File: src/rtl/peaks_pkg.sv
// -----------------------------------------------------------------------------
// peaks_pkg
// Shared definitions for the peak-block scheduler:
//   PEAKS, FREQ_WIDTH, FINAL_AMPL_WIDTH, TIME_COUNTER_WIDTH
//     - sizing of the peak block outputs; the values mirror the
//       global_variables.sv macro definitions used by the peak block.
//   IDX_W        - width of an index into the PEAKS entries.
//   state_t      - scheduler FSM states.
//   peak_tuple_t - one emitted {time, freq, ampl} tuple.
//   next_set / highest_set - index search helpers over an entry mask.
// -----------------------------------------------------------------------------
package peaks_pkg;

   localparam int PEAKS              = 6;
   localparam int FREQ_WIDTH         = 9;
   localparam int FINAL_AMPL_WIDTH   = 16;
   localparam int TIME_COUNTER_WIDTH = 16;

   localparam int IDX_W = (PEAKS > 1) ? $clog2(PEAKS) : 1;

   typedef enum logic [1:0] {
      ST_IDLE   = 2'd0,
      ST_STROBE = 2'd1,
      ST_SETTLE = 2'd2,
      ST_DRAIN  = 2'd3
   } state_t;

   // "time" is a reserved word, hence time_cnt for the timestamp field.
   typedef struct packed {
      logic [TIME_COUNTER_WIDTH-1:0] time_cnt;
      logic [FREQ_WIDTH-1:0]         freq;
      logic [FINAL_AMPL_WIDTH-1:0]   ampl;
   } peak_tuple_t;

   // Lowest set bit of mask strictly above position 'from' (from = -1 finds
   // the first set bit). Returns 0 when nothing qualifies.
   function automatic logic [IDX_W-1:0] next_set(input logic [PEAKS-1:0] mask,
                                                 input int               from);
      logic [IDX_W-1:0] r;
      r = '0;
      for (int i = PEAKS - 1; i >= 0; i--) begin
         if (mask[i] && (i > from)) r = IDX_W'(i);
      end
      return r;
   endfunction

   // Highest set bit of mask (0 when the mask is empty).
   function automatic logic [IDX_W-1:0] highest_set(input logic [PEAKS-1:0] mask);
      logic [IDX_W-1:0] r;
      r = '0;
      for (int i = 0; i < PEAKS; i++) begin
         if (mask[i]) r = IDX_W'(i);
      end
      return r;
   endfunction

endpackage

File: src/rtl/peaks_drain.sv
// -----------------------------------------------------------------------------
// peaks_drain
// Snapshot and readout side of the scheduler. On 'load' it captures the peak
// block outputs together with the mask of entries to emit, then walks the
// emitted entries in index order, one per 'advance'.
//
// Optional feature macro: PEAKS_SKIP_ZERO_EN
//   defined   - entries with amplitude 0 are excluded from the mask.
//   undefined - every entry is emitted.
//
// Ports:
//   clk            in   clock
//   reset          in   synchronous, active-low
//   load           in   capture pk_* and the emit mask this cycle
//   advance        in   current entry accepted, move to the next one
//   pk_amplitudes  in   PEAKS x FINAL_AMPL_WIDTH live amplitudes
//   pk_freqs       in   PEAKS x FREQ_WIDTH live frequency bins
//   pk_counter     in   TIME_COUNTER_WIDTH live counter
//   tuple          out  snapshot entry at the current index
//   last           out  current index is the final emitted entry
//   any_emit       out  live inputs contain at least one entry to emit
// -----------------------------------------------------------------------------
module peaks_drain
   import peaks_pkg::*;
(
   input  logic                                      clk,
   input  logic                                      reset,
   input  logic                                      load,
   input  logic                                      advance,
   input  logic [PEAKS-1:0][FINAL_AMPL_WIDTH-1:0]    pk_amplitudes,
   input  logic [PEAKS-1:0][FREQ_WIDTH-1:0]          pk_freqs,
   input  logic [TIME_COUNTER_WIDTH-1:0]             pk_counter,
   output peak_tuple_t                               tuple,
   output logic                                      last,
   output logic                                      any_emit
);

   logic [PEAKS-1:0][FINAL_AMPL_WIDTH-1:0] snap_ampl;
   logic [PEAKS-1:0][FREQ_WIDTH-1:0]       snap_freq;
   logic [TIME_COUNTER_WIDTH-1:0]          snap_time;
   logic [PEAKS-1:0]                       mask;
   logic [PEAKS-1:0]                       live_mask;
   logic [IDX_W-1:0]                       idx;
   logic [IDX_W-1:0]                       last_idx;

   // Mask is derived from the live inputs so it is ready in the load cycle.
   always_comb begin
      live_mask = '0;
      for (int i = 0; i < PEAKS; i++) begin
`ifdef PEAKS_SKIP_ZERO_EN
         live_mask[i] = (pk_amplitudes[i] != '0);
`else
         live_mask[i] = 1'b1;
`endif
      end
   end

   assign any_emit = |live_mask;

   always_ff @(posedge clk) begin
      if (!reset) begin
         snap_ampl <= '0;
         snap_freq <= '0;
         snap_time <= '0;
         mask      <= '0;
         idx       <= '0;
         last_idx  <= '0;
      end else if (load) begin
         snap_ampl <= pk_amplitudes;
         snap_freq <= pk_freqs;
         snap_time <= pk_counter;
         mask      <= live_mask;
         idx       <= next_set(live_mask, -1);
         last_idx  <= highest_set(live_mask);
      end else if (advance) begin
         idx       <= next_set(mask, int'(idx));
      end
   end

   assign tuple.time_cnt = snap_time;
   assign tuple.freq     = snap_freq[idx];
   assign tuple.ampl     = snap_ampl[idx];
   assign last           = (idx == last_idx);

endmodule

File: src/rtl/peaks_sched.sv
// -----------------------------------------------------------------------------
// peaks_sched
// Drives the peak block once per accepted FFT frame, waits for its outputs
// to settle, snapshots them and streams the peaks out as {time, freq, ampl}
// tuples. The first PRIME_FRAMES strobes after reset only fill the peak
// block's prev/curr/next pipeline and emit nothing.
//
// Optional feature macro: PEAKS_SKIP_ZERO_EN (zero-amplitude entries are not
// emitted; a frame with no nonzero entry returns to IDLE without beats).
//
// Parameters:
//   SETTLE_CYCLES  cycles waited after each strobe before the snapshot (1..15)
//   PRIME_FRAMES   strobes after reset that produce no tuples
//
// Ports:
//   CLOCK_50       in   clock
//   reset          in   synchronous, active-low
//   frame_valid    in   FFT frame present at the peak block input
//   frame_ready    out  scheduler accepts the frame (IDLE only)
//   pk_reset       out  registered active-high reset to the peak block
//   pk_valid_in    out  single-cycle strobe to the peak block
//   pk_amplitudes  in   peak block amplitudes_out
//   pk_freqs       in   peak block freqs_out
//   pk_counter     in   peak block counter_out
//   out_valid      out  tuple valid
//   out_ready      in   consumer accepts tuple
//   out_time       out  snapshot counter
//   out_freq       out  peak frequency bin
//   out_ampl       out  peak amplitude
//   out_last       out  final tuple of the frame
//   busy           out  FSM not in IDLE
// -----------------------------------------------------------------------------
module peaks_sched
   import peaks_pkg::*;
#(
   parameter int SETTLE_CYCLES = 2,
   parameter int PRIME_FRAMES  = 2
)(
   input  logic                                      CLOCK_50,
   input  logic                                      reset,
   input  logic                                      frame_valid,
   output logic                                      frame_ready,
   output logic                                      pk_reset,
   output logic                                      pk_valid_in,
   input  logic [PEAKS-1:0][FINAL_AMPL_WIDTH-1:0]    pk_amplitudes,
   input  logic [PEAKS-1:0][FREQ_WIDTH-1:0]          pk_freqs,
   input  logic [TIME_COUNTER_WIDTH-1:0]             pk_counter,
   output logic                                      out_valid,
   input  logic                                      out_ready,
   output logic [TIME_COUNTER_WIDTH-1:0]             out_time,
   output logic [FREQ_WIDTH-1:0]                     out_freq,
   output logic [FINAL_AMPL_WIDTH-1:0]               out_ampl,
   output logic                                      out_last,
   output logic                                      busy
);

   localparam int PW = (PRIME_FRAMES < 1) ? 1 : $clog2(PRIME_FRAMES + 1);

   state_t       state;
   logic [3:0]   settle_cnt;
   logic [PW-1:0] prime_cnt;
   logic         settle_last;
   logic         priming;
   logic         load;
   logic         advance;
   logic         drain_last;
   logic         any_emit;
   peak_tuple_t  tuple;

   assign settle_last = (state == ST_SETTLE) && (settle_cnt == 4'(SETTLE_CYCLES - 1));
   assign priming     = (int'(prime_cnt) < PRIME_FRAMES);
   assign load        = settle_last;
   assign advance     = out_valid && out_ready;

   always_ff @(posedge CLOCK_50) begin
      if (!reset) begin
         state      <= ST_IDLE;
         settle_cnt <= '0;
         prime_cnt  <= '0;
         pk_reset   <= 1'b1;
      end else begin
         pk_reset <= 1'b0;
         case (state)
            ST_IDLE: begin
               if (frame_valid && frame_ready) state <= ST_STROBE;
            end
            ST_STROBE: begin
               settle_cnt <= '0;
               state      <= ST_SETTLE;
            end
            ST_SETTLE: begin
               if (settle_last) begin
                  // Counter only moves while below PRIME_FRAMES, so it saturates.
                  if (priming) begin
                     prime_cnt <= prime_cnt + PW'(1);
                     state     <= ST_IDLE;
                  end else if (any_emit) begin
                     state <= ST_DRAIN;
                  end else begin
                     state <= ST_IDLE;
                  end
               end else begin
                  settle_cnt <= settle_cnt + 4'd1;
               end
            end
            ST_DRAIN: begin
               if (out_ready && drain_last) state <= ST_IDLE;
            end
            default: state <= ST_IDLE;
         endcase
      end
   end

   peaks_drain u_drain (
      .clk           (CLOCK_50),
      .reset         (reset),
      .load          (load),
      .advance       (advance),
      .pk_amplitudes (pk_amplitudes),
      .pk_freqs      (pk_freqs),
      .pk_counter    (pk_counter),
      .tuple         (tuple),
      .last          (drain_last),
      .any_emit      (any_emit)
   );

   // pk_reset doubles as "still in reset" so frame_ready stays low until the
   // first edge that samples reset released.
   assign frame_ready = (state == ST_IDLE) && !pk_reset;
   assign pk_valid_in = (state == ST_STROBE);
   assign busy        = (state != ST_IDLE);
   assign out_valid   = (state == ST_DRAIN);
   assign out_last    = out_valid && drain_last;
   assign out_time    = out_valid ? tuple.time_cnt : '0;
   assign out_freq    = out_valid ? tuple.freq     : '0;
   assign out_ampl    = out_valid ? tuple.ampl     : '0;

endmodule

File: config.mk
export PLATFORM = sky130hd
export DESIGN_NAME = peaks_sched
export DESIGN_NICKNAME = d
export VERILOG_FILES = /design/src/rtl/peaks_pkg.sv /design/src/rtl/peaks_drain.sv /design/src/rtl/peaks_sched.sv
export SDC_FILE = /design/constraint.sdc
export NUM_CORES = 1
export LEC_CHECK = 0
export BUFFER_PORTS_ARGS = -buffer_cell sky130_fd_sc_hd__buf_2
export CORE_ASPECT_RATIO = 0.75
export CORE_UTILIZATION = 45
export CTS_CLUSTER_DIAMETER = 200
export DETAILED_ROUTE_END_ITERATION = 8
export PLACE_DENSITY_LB_ADDON = 0.2
export REMOVE_ABC_BUFFERS = 1
export SLEW_MARGIN = 25
export SYNTH_ARGS = -nofsm -noshare
export SYNTH_HDL_FRONTEND = slang
export SYNTH_SLANG_ARGS = --single-unit
File: constraint.sdc
create_clock -name CLOCK_50 -period 2.3 [get_ports CLOCK_50]
set_clock_uncertainty 0.15 [all_clocks]
set_input_delay 0.69 -clock CLOCK_50 [delete_from_list [all_inputs] [get_ports CLOCK_50]]
set_output_delay 0.69 -clock CLOCK_50 [all_outputs]
set_load 0.005 [all_outputs]
==> reports/qor.yml <==
syn_area_per_cell_um2: 8.564
coreArea_um2: 17660
ios: 217
clock_latency_ns: 0.43
worstSetupStartpoint: "u_drain.idx[0]"
via_per_inst: 5.664
synth_top_family_by_area: "compound AO/OA/AOI/OAI gates"
timing.critical_path.fanout_max: 14
power_density_nw_per_um2: 630.7
leakage_uw: 0.003698
gp_congestion: 0.7782
r2r_start: "settle_cnt[1]"
drive_gt1_share_pct: 30.03
synth_top_area_share_pct: 44.00
synthMuxAreaShare_pct: 10.12
synthesis.instances: 951
timing.final.crit_share_pct: 116.5
nNetsFinal: 1291
grt_max_degree: 97
yosysTopAreaCell: "dfxtp_1"
cp_cell_sequence: "buf_12 -> mux4_2 -> o2bb2ai_1 -> buf_2"
rows: 42
htree_num_levels: 4
drv_cap: 0
multi_input_area_um2: 4115
track_usage_pct: 25.09
firstDrtPassIters: 5
io_buffers: 216
crit_arrival_ns: 1.84
fmax_ghz: 0.3730
routed-via-count: 7777
setup_violations: 26
grt_pass1_vias: 7153
fill_cells: 1644
total_power_uw: 6489
yosysUniqueCellTypes: 37
ctsHoldBuffers: 0
grt-ovfl-total: 0
cp.required_ns: 1.46
dieWidth_um: 157.3
path_buf_inv: 2
routed_wl_mm: 23.10
tightest_slew_ns: 0.5520
seq_area_um2: 3590
endpoint_kind: "primary output"
worstHoldPathType: "flop to flop"
yosysSeqAreaShare_pct: 44.00
hpwl_mm: 14.33
yosys_register_bits: 179
max_stage_delay_ns: 0.51
status: "finished with violations"
synthXorXnorAreaFrac_pct: 0
die-area_um2: 18650
relSlewSlack_pct: 63.20
clkTransAtPathRegs_ns: 0.06
setup_tns_ns: -9.129
ant_nets: 0
synth_simple_gate_area_share_pct: 14.20
slowest_stage: "mux4_2"
peakVddDrop_v: 0.0004182
areaGrowthSynthToFinish_pct: 26.33
synth_compound_area_share_pct: 24.87
fin_crit_ns: 2.681
die_y_um: 118.5
cts_sinks: 179
routedWlPerCell_um: 16.82
violations: "negative setup slack"
final_util_pct: 58.27
drc: 0
cp_top_family: "multiplexers"
synth_adder_area_share_pct: 0.3073
cts_tree: "done"
slew_violations: 0
hold_viol: 0
antenna_found_initial: 3
synthTopCellsByArea: "dfxtp_1, a21oi_1, o21ai_0"
yosys_warnings: 0
crit_type: "flop to primary output"
hp-start: "u_drain.snap_time[1]"
drt_iter0_drc: 634
clock_path_buffers: 2
syn_area_um2: 8144
setup_slack_ns: -0.3806
start_util_pct: 46.12
cts-root-buf: "clkbuf_16"
rsz0062_at_grt: "true"
startpoint_type: "flop"
grt_pass1_wl_mm: 37.18
cts_made_buffers: 17
final timing paths:
kind / end / slack [ns] / depth (start not counted)
min: u_drain.snap_time[1] / 0.32 / 2
max reg2reg: u_drain.snap_ampl[65] / 0.32 / 6
max: out_ampl[11] / -0.38 / 4
min reg2reg: u_drain.snap_time[1] / 0.32 / 2
cells in the mapped netlist (all sizes together):
cell,n
nand4b,3
ha,2
a31oi,2
nand3,168
dfxtp,179
inv,7
nand2b,3
nor3b,1
o2111ai,1
nor2b,3
nor4b,1
nor4bb,1
nand2,5
or3,2
and3,17
clkbuf,73
o31ai,2
o21ai,169
mux4,25
nand3b,2
nor2,4
a21oi,177
a221oi,1
a211oi,2
buf,41
or2,1
mux2i,25
o2bb2ai,25
nand4,2
o211ai,2
or3b,1
mux2,1
or4,3
through the flow:
| stage | hold WS, ns | cell area (um^2) | std cells | setup slack, ns |
|---|---|---|---|---|
| detailed placement | 0.3132 | 9513 | 1330 | 0.04347 |
| global placement | 0.3069 | 9513 | 1330 | 0.04797 |
| floorplan | 0.2990 | 7641 | 837 | -8.275 |
| finish | 0.3213 | 10290 | 1373 | -0.3806 |
| global route | 0.3388 | 10280 | 1371 | -0.4594 |
| CTS | 0.3221 | 10190 | 1367 | -0.4113 |
power by group:
part	internal, uW	switching, uW
Sequential	3110	5.23
Clock	1730	1200
Combinational	170	278
metal layers:
| layer | wire, um | vias up | global-route usage (%) | part of all wire, % |
|---|---|---|---|---|
| li1 | - | 3840 | - | - |
| met5 | 10 | - | 0 | 0.043 |
| met1 | 10890 | 3700 | 35.49 | 47 |
| met3 | 1590 | 19 | 7.261 | 6.9 |
| met2 | 10380 | 216 | 37.39 | 45 |
| met4 | 226 | 2 | 6.129 | 0.98 |
state kept, by name, indices dropped and copies added, names as in the netlist:
register / count
pk_reset: 1
prime_cnt: 2
settle_cnt: 4
state: 2
u_drain.idx: 3
u_drain.last_idx: 1
u_drain.snap_ampl: 96
u_drain.snap_freq: 54
u_drain.snap_time: 16
cells in the final DEF, fill, tap and decap left out, drive strengths merged, types with 3 or more instances in the layout:
| cell type | instances |
|---|---|
| a21oi | 177 |
| and3 | 17 |
| buf | 263 |
| clkbuf | 22 |
| clkinv | 3 |
| dfxtp | 179 |
| inv | 8 |
| mux2i | 25 |
| mux4 | 25 |
| nand2 | 5 |
| nand2b | 3 |
| nand3 | 168 |
| nand4b | 3 |
| nor2 | 4 |
| nor2b | 3 |
| o21ai | 169 |
| o2bb2ai | 25 |
| or4 | 3 |
tightest hold or removal path, cell delays in order (launching register included):
cell,delay [ns]
dfxtp_1,0.30
o21ai_0,0.06
a21oi_1,0.06
cell families (layout without fill, tap and decap cells):
family	Yosys count	in the layout
AO/OA/AOI/OAI	381	381
adder cells (fa/ha/maj)	2	2
buffers and inverters	121	299
flip-flops	179	179
multiplexers	51	51
other	0	2
AND/OR/NAND/NOR	217	217
cell type report:
class / count / share of cell area [%]
diodes: 2 / 0.04864
clock buffers: 22 / 4.804
clock inverters: 7 / 0.9607
inverters: 7 / 0.2797
multi-input cells: 651 / 40.00
flip-flops and latches: 179 / 34.89
well taps: 242 / 2.943
repair buffers: 263 / 16.08
repair_timing:
item,in CTS,in global routing
resized for setup,6,12
pin swaps,0,2
setup buffers,8,4
setup endpoints to repair,29,28
Note: power is estimated with default switching activity, not from simulation.
